[src/rtl/chi_reset_pkg.sv]
// Shared types and helpers for the CHI multi-node reset sequencer.
package chi_reset_pkg;

  typedef enum logic [1:0] {
    HOLD,
    RELEASE,
    RUN,
    WARM
  } chi_rst_state_e;

  // Release index width; covers up to 255 channels plus the "all released" value.
  localparam int CHI_RST_IDX_W = 8;
  typedef logic [CHI_RST_IDX_W-1:0] chi_rst_idx_t;

  function automatic int chi_rst_nch(input int num_rn, input int num_sn);
    return num_rn + num_sn;
  endfunction

endpackage

[src/rtl/chi_reset_cnt.sv]
// Loadable down-counter that parks at zero; shared by hold, stagger and warm phases.
module chi_reset_cnt #(
  parameter int CNT_W = 16
) (
  input  logic             clk,
  input  logic             rst,
  input  logic             load,
  input  logic [CNT_W-1:0] load_val,
  output logic [CNT_W-1:0] value,
  output logic             zero
);

  logic [CNT_W-1:0] value_q;

  always_ff @(posedge clk) begin
    if (rst) begin
      value_q <= '0;
    end else if (load) begin
      value_q <= load_val;
    end else if (value_q != '0) begin
      value_q <= value_q - CNT_W'(1);
    end
  end

  assign value = value_q;
  assign zero  = (value_q == '0);

endmodule

[src/rtl/chi_reset_seq.sv]
// Multi-node reset sequencer: cold hold, staggered release, per-channel warm resets.
//   HOLD    | all resets asserted, counting the hold period
//   RELEASE | deasserting channels one by one, STAGGER apart
//   RUN     | fabric out of reset, accepting warm requests
//   WARM    | one channel held in reset for the requested length
module chi_reset_seq
  import chi_reset_pkg::*;
#(
  parameter int NUM_RN      = 4,
  parameter int NUM_SN      = 2,
  parameter int HOLD_CYCLES = 16,
  parameter int STAGGER     = 2,
  parameter int CNT_W       = 16,
  localparam int NCH        = chi_rst_nch(NUM_RN, NUM_SN),
  localparam int CH_W       = $clog2(NCH)
) (
  input  logic              clk,
  input  logic              rst,
  input  logic              cold_req,
  input  logic              req_valid,
  output logic              req_ready,
  input  logic [CH_W-1:0]   req_chan,
  input  logic [CNT_W-1:0]  req_len,
  output logic              req_err,
  output logic [NUM_RN-1:0] rn_resetn,
  output logic [NUM_SN-1:0] sn_resetn,
  output logic              rstn,
  output logic              seq_done
);

  typedef logic [CH_W-1:0] ch_t;

  localparam logic [CNT_W-1:0] HOLD_LOAD = CNT_W'(HOLD_CYCLES - 1);
  localparam logic [CNT_W-1:0] STG_LOAD  = (STAGGER > 0) ? CNT_W'(STAGGER - 1) : '0;
  localparam chi_rst_idx_t     LAST_IDX  = chi_rst_idx_t'(NCH - 1);
  localparam chi_rst_idx_t     ALL_IDX   = chi_rst_idx_t'(NCH);
  localparam logic [CH_W:0]    NCH_C     = (CH_W + 1)'(NCH);

  chi_rst_state_e   state_q, state_d;
  logic [NCH-1:0]   resetn_q, resetn_d;
  chi_rst_idx_t     idx_q, idx_d;
  logic             armed_q, armed_d;
  ch_t              warm_ch_q, warm_ch_d;
  logic             run_q, run_d;
  logic             err_q, err_d;

  logic             cnt_load;
  logic [CNT_W-1:0] cnt_load_val;
  logic [CNT_W-1:0] cnt_value_unused;
  logic             cnt_zero;

  logic             rel_fire;
  chi_rst_idx_t     rel_ch;
  logic             chan_ok;
  logic [CNT_W-1:0] warm_load;

  chi_reset_cnt #(.CNT_W(CNT_W)) u_cnt (
    .clk      (clk),
    .rst      (rst),
    .load     (cnt_load),
    .load_val (cnt_load_val),
    .value    (cnt_value_unused),
    .zero     (cnt_zero)
  );

  assign chan_ok   = ({1'b0, req_chan} < NCH_C);
  // A zero length still gives the channel one cycle of reset.
  assign warm_load = (req_len == '0) ? '0 : req_len - CNT_W'(1);

  always_comb begin
    state_d      = state_q;
    resetn_d     = resetn_q;
    idx_d        = idx_q;
    armed_d      = armed_q;
    warm_ch_d    = warm_ch_q;
    run_d        = run_q;
    err_d        = 1'b0;
    cnt_load     = 1'b0;
    cnt_load_val = '0;
    rel_fire     = 1'b0;
    rel_ch       = '0;
    req_ready    = 1'b0;

    if (cold_req) begin
      state_d  = HOLD;
      resetn_d = '0;
      idx_d    = '0;
      armed_d  = 1'b0;
      run_d    = 1'b0;
      cnt_load = 1'b1;
    end else begin
      unique case (state_q)
        HOLD: begin
          if (!armed_q) begin
            armed_d      = 1'b1;
            cnt_load     = 1'b1;
            cnt_load_val = HOLD_LOAD;
          end else if (cnt_zero) begin
            rel_fire = 1'b1;
          end
        end
        RELEASE: begin
          if (cnt_zero) begin
            if (idx_q == ALL_IDX) begin
              state_d = RUN;
              run_d   = 1'b1;
            end else begin
              rel_fire = 1'b1;
              rel_ch   = idx_q;
            end
          end
        end
        RUN: begin
          req_ready = 1'b1;
          if (req_valid) begin
            if (chan_ok) begin
              state_d      = WARM;
              warm_ch_d    = req_chan;
              cnt_load     = 1'b1;
              cnt_load_val = warm_load;
              for (int i = 0; i < NCH; i++) begin
                if (ch_t'(i) == req_chan) resetn_d[i] = 1'b0;
              end
            end else begin
              err_d = 1'b1;
            end
          end
        end
        WARM: begin
          if (cnt_zero) begin
            state_d = RUN;
            for (int i = 0; i < NCH; i++) begin
              if (ch_t'(i) == warm_ch_q) resetn_d[i] = 1'b1;
            end
          end
        end
      endcase

      // The final release waits one edge only, so rstn follows it immediately.
      if (rel_fire) begin
        state_d  = RELEASE;
        cnt_load = 1'b1;
        if (STAGGER == 0) begin
          resetn_d = '1;
          idx_d    = ALL_IDX;
        end else begin
          for (int i = 0; i < NCH; i++) begin
            if (chi_rst_idx_t'(i) == rel_ch) resetn_d[i] = 1'b1;
          end
          idx_d        = rel_ch + chi_rst_idx_t'(1);
          cnt_load_val = (rel_ch == LAST_IDX) ? '0 : STG_LOAD;
        end
      end
    end
  end

  always_ff @(posedge clk) begin
    if (rst) begin
      state_q   <= HOLD;
      resetn_q  <= '0;
      idx_q     <= '0;
      armed_q   <= 1'b0;
      warm_ch_q <= '0;
      run_q     <= 1'b0;
      err_q     <= 1'b0;
    end else begin
      state_q   <= state_d;
      resetn_q  <= resetn_d;
      idx_q     <= idx_d;
      armed_q   <= armed_d;
      warm_ch_q <= warm_ch_d;
      run_q     <= run_d;
      err_q     <= err_d;
    end
  end

  assign rn_resetn = resetn_q[NUM_RN-1:0];
  assign sn_resetn = resetn_q[NCH-1:NUM_RN];
  assign rstn      = run_q;
  assign seq_done  = run_q;
  assign req_err   = err_q;

endmodule

[config.mk]
export PLATFORM = sky130hd
export DESIGN_NAME = chi_reset_seq
export DESIGN_NICKNAME = d
export VERILOG_FILES = /design/src/rtl/chi_reset_pkg.sv /design/src/rtl/chi_reset_cnt.sv /design/src/rtl/chi_reset_seq.sv
export SDC_FILE = /design/constraint.sdc
export NUM_CORES = 1
export LEC_CHECK = 0
export CORE_MARGIN = 2
export CORE_UTILIZATION = 55
export DETAILED_ROUTE_END_ITERATION = 8
export MAX_ROUTING_LAYER = met4
export PLACE_DENSITY = 0.79
export SLEW_MARGIN = 20
export SYNTH_ARGS = -nofsm -noshare
export SYNTH_HDL_FRONTEND = slang
export SYNTH_SLANG_ARGS = --single-unit
[constraint.sdc]
create_clock -name clk -period 3.2 [get_ports clk]
set_input_delay 0.32 -clock clk [delete_from_list [all_inputs] [get_ports clk]]
set_output_delay 0.32 -clock clk [all_outputs]
set_load 0.02 [all_outputs]
==> metrics.txt, run 1 <==
# TYPE chip_impl_metric gauge
chip_impl_metric{name="number_of_different_library_cells_in_the_post_synthesis_netlist",unit=""} 55
chip_impl_info{name="cts_root_buf",value="sky130_fd_sc_hd__clkbuf_8"} 1
chip_impl_metric{name="htree_num_levels",unit=""} 2
chip_impl_metric{name="dieArea",unit="um2"} 5220
chip_impl_metric{name="io_pins",unit=""} 33
chip_impl_info{name="crit_end_element",value="register"} 1
chip_impl_metric{name="syn_inst",unit=""} 327
chip_impl_metric{name="floorplan.die.width",unit="um"} 72.2
chip_impl_info{name="synth.top_cells.by_count",value="sky130_fd_sc_hd__dfxtp_1, sky130_fd_sc_hd__nor2_1, sky130_fd_sc_hd__nand2_1"} 1
chip_impl_metric{name="postSynthRegisterBits",unit=""} 38
chip_impl_metric{name="ys_async_sr_fraction",unit="%"} 0
chip_impl_metric{name="finalMaxSlewViolations",unit=""} 0
chip_impl_metric{name="relSlewSlack",unit="%"} 48.4
chip_impl_info{name="status",value="finished clean"} 1
chip_impl_metric{name="synthesis.nets",unit=""} 357
chip_impl_metric{name="route.detailed.vias_per_inst",unit=""} 6.36
chip_impl_metric{name="post_synth_xor_xnor_area",unit="%"} 5.47
chip_impl_metric{name="wl_cell",unit="um"} 15.9
chip_impl_metric{name="synthesis.area",unit="um2"} 2560
chip_impl_info{name="synth_top_cell_by_area",value="sky130_fd_sc_hd__dfxtp_1"} 1
chip_impl_info{name="r2r-end",value="idx_q[6]"} 1
chip_impl_metric{name="muxShareOfSynthArea",unit="%"} 0
chip_impl_metric{name="synth_fa_ha_area_share",unit="%"} 3.42
chip_impl_metric{name="worst_skew_pair.late_latency",unit="ps"} 300
chip_impl_metric{name="floorplan.rows",unit=""} 24
chip_impl_info{name="holdCritPathClass",value="register to register"} 1
chip_impl_metric{name="nNetsFinal",unit=""} 387
chip_impl_metric{name="worst-r2r-setup-slack",unit="ps"} 430
chip_impl_metric{name="antenna_found_initial",unit=""} 0
chip_impl_metric{name="time_the_final_worst_path_needs_with_i_o_delays_and_setup",unit="ps"} 2770
chip_impl_metric{name="layout-drive-gt1-share",unit="%"} 7.00
chip_impl_metric{name="hpwlAfterDp",unit="um"} 4840
chip_impl_metric{name="final_min_period_over_clock_period",unit="%"} 86.7
chip_impl_metric{name="placeableCoreArea",unit="um2"} 4410
chip_impl_metric{name="cts.reportedPaths.clkPinSlew",unit="ps"} 80
chip_impl_metric{name="inserted_clock_buffers",unit=""} 5
chip_impl_info{name="grt_setup_unrepaired",value="false"} 1
chip_impl_metric{name="die_y_extent",unit="um"} 72.2
chip_impl_metric{name="syn_avg_cell_area",unit="um2"} 7.83
chip_impl_metric{name="grt_start_max_net_pins",unit=""} 28
chip_impl_metric{name="global_route_wire_length_before_repair",unit="um"} 10700
chip_impl_metric{name="cellLeakagePower",unit="nW"} 1.10
chip_impl_metric{name="hold_buffers",unit=""} 0
chip_impl_info{name="hold_start",value="resetn_q[1]"} 1
chip_impl_metric{name="final_hold_fails",unit=""} 0
chip_impl_metric{name="post_synthesis_compound_gate_area_fraction",unit="%"} 23.0
chip_impl_info{name="cts_tree",value="yes"} 1
chip_impl_metric{name="worst-slew-pin-transition",unit="ps"} 774
chip_impl_metric{name="setup-violations-final",unit=""} 0
chip_impl_metric{name="total_routing_usage_reported_by_global_routing",unit="%"} 27.2
chip_impl_metric{name="reg2reg_depth",unit=""} 13
chip_impl_info{name="crit_type",value="register to register"} 1
chip_impl_info{name="startpoint_type",value="register"} 1
chip_impl_info{name="synth_top_family_by_area",value="simple AND/OR/NAND/NOR gates"} 1
chip_impl_metric{name="routed_wirelength",unit="um"} 6520
chip_impl_metric{name="area_growth_syn_to_layout",unit="%"} 18.5
chip_impl_metric{name="synth_enable_flop_cells",unit=""} 0
chip_impl_metric{name="ys.warnings.count",unit=""} 0
chip_impl_metric{name="placement.io_buffers",unit=""} 32
chip_impl_metric{name="buffers_inserted_by_post_cts_timing_repair",unit=""} 0
chip_impl_metric{name="vias",unit=""} 2602
chip_impl_metric{name="power.ir.vdd_worst",unit="mV"} 0.242
chip_impl_info{name="r2r_start",value="u_cnt.value[0]"} 1
chip_impl_metric{name="fmax",unit="MHz"} 360
chip_impl_metric{name="drc",unit=""} 0
chip_impl_metric{name="cts_resized",unit=""} 0
chip_impl_metric{name="max-clock-path-buffers",unit=""} 2
chip_impl_info{name="most_frequent_cell_after_synthesis",value="sky130_fd_sc_hd__dfxtp_1"} 1
chip_impl_metric{name="insertedDiodeCount",unit=""} 0
chip_impl_metric{name="finClkSkew",unit="ps"} 7.84
chip_impl_metric{name="synth_sequential_area_ratio",unit="%"} 29.7
chip_impl_metric{name="timing.critical_path.arrival",unit="ps"} 2950
chip_impl_metric{name="final.setup.tns",unit="ps"} 0
chip_impl_metric{name="initial_core_util",unit="%"} 58.0
chip_impl_metric{name="gpl_congestion",unit=""} 0.881
chip_impl_metric{name="power_per_cell_area",unit="nW/um2"} 397
chip_impl_info{name="primary_ff_master_synth",value="sky130_fd_sc_hd__dfxtp_1"} 1
chip_impl_metric{name="total_power",unit="mW"} 1.20
chip_impl_metric{name="required",unit="ps"} 3380
chip_impl_info{name="yosys-top-cells-area",value="sky130_fd_sc_hd__dfxtp_1, sky130_fd_sc_hd__a21oi_1, sky130_fd_sc_hd__xor2_1"} 1
chip_impl_metric{name="max-cap-violations",unit=""} 0
chip_impl_metric{name="postRouteAntennaNets",unit=""} 0
chip_impl_metric{name="grt.overflow.total",unit=""} 0
chip_impl_metric{name="first_pass_iters",unit=""} 5
chip_impl_metric{name="path_max_fanout",unit=""} 5
chip_impl_metric{name="worstHoldPathCells",unit=""} 2
chip_impl_metric{name="synth_top_area_share",unit="%"} 29.7
chip_impl_metric{name="cts.sink_count",unit=""} 38
chip_impl_metric{name="synth_simple_gate_area_share",unit="%"} 34.2
chip_impl_info{name="hold_end",value="resetn_q[1]"} 1
chip_impl_metric{name="detailedRoute.firstIterationViolations",unit=""} 216
chip_impl_metric{name="grt_pass1_vias",unit=""} 2262
through the flow:
stage | cell area (um2) | util (%) | std cells | setup slack, ps | hold WS, ps
2_1_floorplan | 2560 | - | 327 | 631 | 471
3_3_place_gp | 2920 | 66.2 | 402 | 574 | 468
3_5_place_dp | 2920 | 66.2 | 402 | 493 | 478
4_1_cts | 3030 | 68.7 | 409 | 447 | 499
5_1_grt | 3030 | 68.7 | 409 | 143 | 530
6_report | 3030 | 68.7 | 409 | 425 | 491
critical path, cell delays in order, from the launching register on:
cell,delay (ps)
sky130_fd_sc_hd__dfxtp_1,350
sky130_fd_sc_hd__inv_1,100
sky130_fd_sc_hd__ha_1,150
sky130_fd_sc_hd__nor3b_1,400
sky130_fd_sc_hd__nand4_4,150
sky130_fd_sc_hd__nor2_1,270
sky130_fd_sc_hd__nand3_1,190
sky130_fd_sc_hd__inv_1,110
sky130_fd_sc_hd__ha_1,220
sky130_fd_sc_hd__and3_1,220
sky130_fd_sc_hd__nand3_1,100
sky130_fd_sc_hd__nor3b_1,150
sky130_fd_sc_hd__o21ai_0,160
sky130_fd_sc_hd__a21oi_1,80
how the worst max path moves through the flow:
| stage | from | endpoint | cells after the start |
|---|---|---|---|
| after floorplan | u_cnt.value[0] | idx_q[6] | 13 |
| after global placement | req_len[10] | u_cnt.value[15] | 6 |
| after detailed placement | u_cnt.value[0] | idx_q[6] | 13 |
| after CTS | u_cnt.value[0] | idx_q[6] | 13 |
| after global routing | u_cnt.value[0] | idx_q[6] | 13 |
| final | u_cnt.value[0] | idx_q[6] | 13 |
cell usage in the layout (no fill, tap or decap), types with 5 or more instances in the layout:
master	n
sky130_fd_sc_hd__nor2_1	29
sky130_fd_sc_hd__or3_1	5
sky130_fd_sc_hd__and2_1	8
sky130_fd_sc_hd__xor2_1	13
sky130_fd_sc_hd__a31oi_1	6
sky130_fd_sc_hd__ha_1	7
sky130_fd_sc_hd__o31ai_1	6
sky130_fd_sc_hd__dfxtp_1	38
sky130_fd_sc_hd__inv_1	12
sky130_fd_sc_hd__clkdlybuf4s50_1	32
sky130_fd_sc_hd__clkbuf_8	6
sky130_fd_sc_hd__o21a_1	7
sky130_fd_sc_hd__nand3_1	18
sky130_fd_sc_hd__or4_1	7
sky130_fd_sc_hd__nand2_1	26
sky130_fd_sc_hd__nor4_1	5
sky130_fd_sc_hd__a21oi_1	24
sky130_fd_sc_hd__nor3b_1	5
sky130_fd_sc_hd__o22ai_1	10
sky130_fd_sc_hd__nor3_1	22
sky130_fd_sc_hd__o21ai_0	11
sky130_fd_sc_hd__buf_4	5
cell type report:
type / instances / area [um2]
clock inverters: 1 / 30.0
fillers: 359 / 1380
multi-input cells: 263 / 1690
repair buffers: 37 / 358
well taps: 52 / 65.1
clock buffers: 6 / 82.6
inverters: 12 / 45.0
flip-flops and latches: 38 / 761
report_power, final:
part / internal [mW] / switching [mW]
Clock: 0.250 / 0.173
Sequential: 0.484 / 0.0163
Combinational: 0.115 / 0.165
logic make-up after synthesis:
family | after synthesis
adders and majority gates | 7
xor gates and xnor gates | 16
DFF | 38
buffers and inverters | 26
AOI/OAI and AO/OA | 86
and+or+nand+nor | 154
routing by layer:
metal	vias up	wire length, um	track usage [%]
li1	1276	-	-
met3	15	410	5.97
met5	-	0	-
met4	0	131	9.01
met1	1226	3200	39.1
met2	85	2770	37.7
state kept, by name, summed over array words and instances (netlist names):
name	count
u_cnt.value	16
idx_q	8
resetn_q	6
warm_ch_q	3
state_q	2
armed_q	1
req_err	1
rstn	1
Note: power is estimated with default switching activity, not from simulation.
==> inputs of run 2 (changes only) <==
--- a/config.mk
+++ b/config.mk
@@ -5,6 +5,7 @@
 export SDC_FILE = /design/constraint.sdc
 export NUM_CORES = 1
 export LEC_CHECK = 0
+export CORE_ASPECT_RATIO = 0.5
 export CORE_MARGIN = 2
 export CORE_UTILIZATION = 55
 export DETAILED_ROUTE_END_ITERATION = 8
==> metrics.txt, run 2 (same netlist as run 1, synthesis figures left out) <==
# TYPE chip_impl_metric gauge
chip_impl_info{name="status",value="finished clean"} 1
chip_impl_metric{name="largest_register_ffs",unit=""} 16
chip_impl_info{name="cts_tree",value="yes"} 1
chip_impl_info{name="crit_type",value="register to register"} 1
chip_impl_metric{name="total_routing_usage_reported_by_global_routing",unit="%"} 26.4
chip_impl_info{name="grt_setup_unrepaired",value="false"} 1
chip_impl_metric{name="post_layout_nonfiller_instances",unit=""} 415
chip_impl_metric{name="floorplan.die.width",unit="um"} 100
chip_impl_metric{name="postRouteAntennaNets",unit=""} 0
chip_impl_metric{name="dieArea",unit="um2"} 5250
chip_impl_metric{name="final_hold_fails",unit=""} 0
chip_impl_metric{name="slowest_delay",unit="ps"} 380
chip_impl_metric{name="finalMaxSlewViolations",unit=""} 0
chip_impl_metric{name="io_pins",unit=""} 33
chip_impl_metric{name="cts.sink_count",unit=""} 38
chip_impl_metric{name="initial_core_util",unit="%"} 57.6
chip_impl_metric{name="final.setup.tns",unit="ps"} 0
chip_impl_metric{name="global_route.usage.met3",unit="%"} 3.60
chip_impl_metric{name="power.ir.vdd_worst",unit="mV"} 0.165
chip_impl_metric{name="cellLeakagePower",unit="nW"} 1.10
chip_impl_metric{name="area_growth_syn_to_layout",unit="%"} 18.2
chip_impl_metric{name="floorplan.rows",unit=""} 17
chip_impl_info{name="slowest_stage",value="sky130_fd_sc_hd__nor3b_1"} 1
chip_impl_metric{name="detailedRoute.firstIterationViolations",unit=""} 124
chip_impl_info{name="crit_end_element",value="register"} 1
chip_impl_metric{name="hpwlAfterDp",unit="um"} 4710
chip_impl_metric{name="max-clock-path-buffers",unit=""} 2
chip_impl_metric{name="grt_pass1_vias",unit=""} 2281
chip_impl_metric{name="buffers_inserted_by_post_cts_timing_repair",unit=""} 0
chip_impl_metric{name="wl_cell",unit="um"} 15.1
chip_impl_metric{name="placement.io_buffers",unit=""} 32
chip_impl_metric{name="hold_buffers",unit=""} 0
chip_impl_info{name="final_common_cell",value="sky130_fd_sc_hd__dfxtp_1"} 1
chip_impl_metric{name="worst_hold_slack",unit="ps"} 469
chip_impl_metric{name="dp_cells",unit=""} 409
chip_impl_metric{name="cts_resized",unit=""} 0
chip_impl_metric{name="inserted_clock_buffers",unit=""} 5
chip_impl_metric{name="layout-drive-gt1-share",unit="%"} 7.26
chip_impl_info{name="critPathTopFamily",value="simple AND/OR/NAND/NOR gates"} 1
chip_impl_metric{name="cts.reportedPaths.clkPinSlew",unit="ps"} 70
chip_impl_metric{name="placeableCoreArea",unit="um2"} 4450
chip_impl_metric{name="use_met2",unit="%"} 43.5
chip_impl_info{name="global_route.peak_usage_layer",value="met2"} 1
chip_impl_metric{name="routed_wirelength",unit="um"} 6260
chip_impl_metric{name="power_per_cell_area",unit="nW/um2"} 367
chip_impl_metric{name="path_max_fanout",unit=""} 6
chip_impl_metric{name="setup-violations-final",unit=""} 0
chip_impl_metric{name="worst_skew_pair.late_latency",unit="ps"} 300
chip_impl_info{name="most-common-layout-cells",value="sky130_fd_sc_hd__dfxtp_1, sky130_fd_sc_hd__clkdlybuf4s50_1, sky130_fd_sc_hd__nor2_1, sky130_fd_sc_hd__nand2_1, sky130_fd_sc_hd__a21oi_1"} 1
chip_impl_metric{name="max-cap-violations",unit=""} 0
chip_impl_info{name="beginning_of_the_critical_path",value="u_cnt.value[0]"} 1
chip_impl_metric{name="grt.overflow.total",unit=""} 0
chip_impl_metric{name="drc",unit=""} 0
chip_impl_metric{name="required",unit="ps"} 3370
chip_impl_info{name="hold_start",value="resetn_q[1]"} 1
chip_impl_metric{name="finClkSkew",unit="ps"} 8.03
chip_impl_metric{name="antenna_found_initial",unit=""} 0
chip_impl_metric{name="relSlewSlack",unit="%"} 63.6
chip_impl_info{name="r2r_start",value="u_cnt.value[0]"} 1
chip_impl_metric{name="fmax",unit="MHz"} 360
chip_impl_metric{name="finalCoreUtilization",unit="%"} 68.1
chip_impl_metric{name="timing.critical_path.arrival",unit="ps"} 2950
chip_impl_info{name="holdCritPathClass",value="register to register"} 1
chip_impl_metric{name="insertedDiodeCount",unit=""} 0
chip_impl_metric{name="nNetsFinal",unit=""} 389
chip_impl_info{name="cts_root_buf",value="sky130_fd_sc_hd__clkbuf_8"} 1
chip_impl_info{name="startpoint_type",value="register"} 1
chip_impl_metric{name="route.detailed.vias_per_inst",unit=""} 6.24
chip_impl_metric{name="grt_start_max_net_pins",unit=""} 28
chip_impl_metric{name="met1_usage",unit="%"} 33.7
chip_impl_metric{name="time_the_final_worst_path_needs_with_i_o_delays_and_setup",unit="ps"} 2780
chip_impl_metric{name="cp_num_buf_inv",unit=""} 3
chip_impl_metric{name="num-fill-cells",unit=""} 385
chip_impl_metric{name="first_pass_iters",unit=""} 5
chip_impl_metric{name="die_y_extent",unit="um"} 52.2
chip_impl_info{name="cp_cell_sequence",value="inv_1 -> ha_1 -> nor3b_1 -> nand4_4 -> nor2_1 -> buf_4 -> nand2_1 -> inv_1 -> ha_1 -> and3_1 -> nand3_1 -> nor3b_1 -> o21ai_0 -> a21oi_1"} 1
chip_impl_metric{name="gpl_congestion",unit=""} 0.897
chip_impl_metric{name="final_min_period_over_clock_period",unit="%"} 86.9
chip_impl_metric{name="global_route_wire_length_before_repair",unit="um"} 10400
chip_impl_metric{name="vias",unit=""} 2588
chip_impl_metric{name="worst-slew-pin-transition",unit="ps"} 538
chip_impl_metric{name="htree_num_levels",unit=""} 2
==> run 2: cell types whose count changed in the layout (fill, tap and decap cells not counted) <==
cell / previous run / this run
sky130_fd_sc_hd__buf_4: 5 / 7
sky130_fd_sc_hd__bufinv_16: 1 / 0
==> run 2: stage by stage <==
step | power, mW | worst slack (ps) | area (um2)
global placement | 0.777 | 513 | 2940
CTS | 1.11 | 439 | 3030
floorplan | 0.694 | 631 | 2560
detailed placement | 0.783 | 457 | 2940
finish | 1.11 | 420 | 3030
global route | 1.16 | 130 | 3030
==> run 2: worst paths after layout <==
| kind | cells after the start | slack, ps | endpoint |
|---|---|---|---|
| min reg2reg | 2 | 470 | resetn_q[1] |
| max reg2reg | 14 | 420 | idx_q[6] |
| max | 14 | 420 | idx_q[6] |
| min | 2 | 470 | resetn_q[1] |
==> run 2: cell type report <==
cell class | count | area (um2) | share of cell area, %
inverters | 12 | 45.0 | 1.49
flip-flops and latches | 38 | 761 | 25.1
well taps | 57 | 71.3 | 2.36
multi-input cells | 263 | 1690 | 56.0
clock buffers | 6 | 82.6 | 2.73
repair buffers | 39 | 373 | 12.3
==> run 2: routing by layer <==
metal  part of all wire [%]  vias up  wire [um]
met2                     45      101       2820
met1                     46     1194       2880
met5                      0        -          0
li1                       -     1281          -
met4                    1.9        0        118
met3                    7.1       12        442
==> run 2: worst register-to-register path, stage by stage, from the launching register on <==
cell,delay (ps)
sky130_fd_sc_hd__dfxtp_1,360
sky130_fd_sc_hd__inv_1,100
sky130_fd_sc_hd__ha_1,180
sky130_fd_sc_hd__nor3b_1,380
sky130_fd_sc_hd__nand4_4,140
sky130_fd_sc_hd__nor2_1,150
sky130_fd_sc_hd__buf_4,170
sky130_fd_sc_hd__nand2_1,120
sky130_fd_sc_hd__inv_1,110
sky130_fd_sc_hd__ha_1,240
sky130_fd_sc_hd__and3_1,220
sky130_fd_sc_hd__nand3_1,100
sky130_fd_sc_hd__nor3b_1,150
sky130_fd_sc_hd__o21ai_0,160
sky130_fd_sc_hd__a21oi_1,80
==> run 2: power by group <==
group          switching (mW)  internal (mW)
sequential             0.0162          0.485
combinational           0.162          0.116
clock                   0.167          0.166
==> inputs of run 3 (changes only) <==
--- a/config.mk
+++ b/config.mk
@@ -11,7 +11,7 @@
 export DETAILED_ROUTE_END_ITERATION = 8
 export MAX_ROUTING_LAYER = met4
 export PLACE_DENSITY = 0.79
-export SLEW_MARGIN = 20
+export RECOVER_POWER = 25
 export SYNTH_ARGS = -nofsm -noshare
 export SYNTH_HDL_FRONTEND = slang
 export SYNTH_SLANG_ARGS = --single-unit
==> metrics.txt, run 3 (same netlist as run 1, synthesis figures left out) <==
# TYPE chip_impl_metric gauge
chip_impl_info{name="status",value="finished clean"} 1
chip_impl_metric{name="placeableCoreArea",unit="um2"} 4450
chip_impl_info{name="holdCritPathClass",value="register to register"} 1
chip_impl_metric{name="max-cap-violations",unit=""} 0
chip_impl_metric{name="max-clock-path-buffers",unit=""} 2
chip_impl_metric{name="final_min_period_over_clock_period",unit="%"} 88.2
chip_impl_metric{name="routed_wirelength",unit="um"} 6210
chip_impl_metric{name="dp_cells",unit=""} 409
chip_impl_metric{name="power.ir.vdd_worst",unit="mV"} 0.165
chip_impl_metric{name="time_the_final_worst_path_needs_with_i_o_delays_and_setup",unit="ps"} 2820
chip_impl_metric{name="path_max_fanout",unit=""} 6
chip_impl_metric{name="timing.critical_path.arrival",unit="ps"} 2960
chip_impl_metric{name="cellLeakagePower",unit="nW"} 1.13
chip_impl_metric{name="fin_ws",unit="ps"} 379
chip_impl_metric{name="buffers_inserted_by_post_cts_timing_repair",unit=""} 0
chip_impl_metric{name="cts_resized",unit=""} 0
chip_impl_metric{name="setup-violations-final",unit=""} 0
chip_impl_metric{name="inserted_clock_buffers",unit=""} 5
chip_impl_metric{name="dp_worst_setup_slack",unit="ps"} 457
chip_impl_metric{name="area_growth_syn_to_layout",unit="%"} 18.2
chip_impl_metric{name="finalMaxSlewViolations",unit=""} 0
chip_impl_info{name="crit_type",value="register to register"} 1
chip_impl_metric{name="grt_start_max_net_pins",unit=""} 28
chip_impl_metric{name="cts.sink_count",unit=""} 38
chip_impl_metric{name="hold_buffers",unit=""} 0
chip_impl_metric{name="htree_num_levels",unit=""} 2
chip_impl_metric{name="dieArea",unit="um2"} 5250
chip_impl_info{name="grt_setup_unrepaired",value="false"} 1
chip_impl_metric{name="total_power",unit="mW"} 1.11
chip_impl_metric{name="first_pass_iters",unit=""} 5
chip_impl_metric{name="cts.reportedPaths.clkPinSlew",unit="ps"} 70
chip_impl_metric{name="floorplan.rows",unit=""} 17
chip_impl_metric{name="worstHoldPathCells",unit=""} 2
chip_impl_metric{name="antenna_found_initial",unit=""} 0
chip_impl_metric{name="grt_pass1_vias",unit=""} 2281
chip_impl_metric{name="grt.overflow.total",unit=""} 0
chip_impl_metric{name="finClkSkew",unit="ps"} 7.93
chip_impl_metric{name="final.setup.tns",unit="ps"} 0
chip_impl_metric{name="post_layout_nonfiller_instances",unit=""} 415
chip_impl_metric{name="largest_register_ffs",unit=""} 16
chip_impl_metric{name="layout-drive-gt1-share",unit="%"} 6.98
chip_impl_metric{name="hpwlAfterDp",unit="um"} 4710
chip_impl_metric{name="final_hold_fails",unit=""} 0
chip_impl_metric{name="placement.io_buffers",unit=""} 32
chip_impl_info{name="crit_end_element",value="register"} 1
chip_impl_info{name="most-common-layout-cells",value="sky130_fd_sc_hd__dfxtp_1, sky130_fd_sc_hd__nor2_1, sky130_fd_sc_hd__nand2_1, sky130_fd_sc_hd__a21oi_1"} 1
chip_impl_metric{name="floorplan.die.width",unit="um"} 100
chip_impl_metric{name="postRouteAntennaNets",unit=""} 0
chip_impl_metric{name="nNetsFinal",unit=""} 389
chip_impl_metric{name="fmax",unit="MHz"} 354
chip_impl_metric{name="global_route_wire_length_before_repair",unit="um"} 10400
chip_impl_metric{name="insertedDiodeCount",unit=""} 0
chip_impl_info{name="startpoint_type",value="register"} 1
chip_impl_metric{name="die_y_extent",unit="um"} 52.2
chip_impl_info{name="final_common_cell",value="sky130_fd_sc_hd__dfxtp_1"} 1
chip_impl_metric{name="worst-slew-pin-transition",unit="ps"} 974
chip_impl_info{name="cts_tree",value="yes"} 1
chip_impl_metric{name="initial_core_util",unit="%"} 57.6
chip_impl_metric{name="worst_skew_pair.late_latency",unit="ps"} 300
chip_impl_metric{name="num-fill-cells",unit=""} 385
chip_impl_metric{name="vias",unit=""} 2575
chip_impl_metric{name="reg2reg_depth",unit=""} 14
chip_impl_metric{name="route.detailed.vias_per_inst",unit=""} 6.20
chip_impl_metric{name="io_pins",unit=""} 33
chip_impl_metric{name="drc",unit=""} 0
chip_impl_metric{name="required",unit="ps"} 3340
chip_impl_metric{name="wl_cell",unit="um"} 15.0
chip_impl_metric{name="relSlewSlack",unit="%"} 35.1
chip_impl_metric{name="total_routing_usage_reported_by_global_routing",unit="%"} 26.4
chip_impl_info{name="cts_root_buf",value="sky130_fd_sc_hd__clkbuf_8"} 1
chip_impl_metric{name="detailedRoute.firstIterationViolations",unit=""} 125
chip_impl_metric{name="gpl_congestion",unit=""} 0.897
chip_impl_metric{name="power_per_cell_area",unit="nW/um2"} 367
## run 3: power breakdown
group          switching (mW)  internal [mW]
Combinational           0.161          0.115
Clock                   0.167          0.166
Sequential             0.0161          0.485
Total                   0.344          0.766
## run 3: area by class of cell
cell class	count	area, um2	area share [%]
multi-input combinational	263	1690	56.0
sequential	38	761	25.1
timing repair buffer	39	373	12.3
clock buffer	6	82.6	2.73
tap	57	71.3	2.36
inverter	12	45.0	1.49
## run 3: final timing paths
check / startpoint / endpoint / slack (ps)
min: resetn_q[1] / resetn_q[1] / 470
max reg2reg: u_cnt.value[0] / idx_q[6] / 380
min reg2reg: resetn_q[1] / resetn_q[1] / 470
max: u_cnt.value[0] / idx_q[6] / 380
## run 3: routing by layer
layer | part of all wire [%] | track usage [%] | wire length, um
met2 | 45 | 43.5 | 2770
met4 | 1.9 | 10.0 | 118
met3 | 6.5 | 3.60 | 404
met1 | 47 | 33.7 | 2910
met5 | 0 | - | 0
## run 3: through the flow
stage          util [%]  instance area (um2)  hold slack, ps
2_1_floorplan         -                 2560             471
3_3_place_gp       66.2                 2940             462
3_5_place_dp       66.2                 2940             466
4_1_cts            68.1                 3030             476
5_1_grt            68.1                 3030             508
6_report           68.1                 3030             467
## run 3: worst max-delay path: stages, from the launching register on
cell and delay (ps):
sky130_fd_sc_hd__dfxtp_1 350, sky130_fd_sc_hd__inv_1 100, sky130_fd_sc_hd__ha_1 190, sky130_fd_sc_hd__nor3b_1 380
sky130_fd_sc_hd__nand4_4 140, sky130_fd_sc_hd__nor2_1 150, sky130_fd_sc_hd__buf_4 170, sky130_fd_sc_hd__nand2_1 120
sky130_fd_sc_hd__inv_1 110, sky130_fd_sc_hd__ha_1 240, sky130_fd_sc_hd__and3_1 220, sky130_fd_sc_hd__nand3_1 100
sky130_fd_sc_hd__nor3b_1 150, sky130_fd_sc_hd__o21ai_0 160, sky130_fd_sc_hd__a21oi_1 80
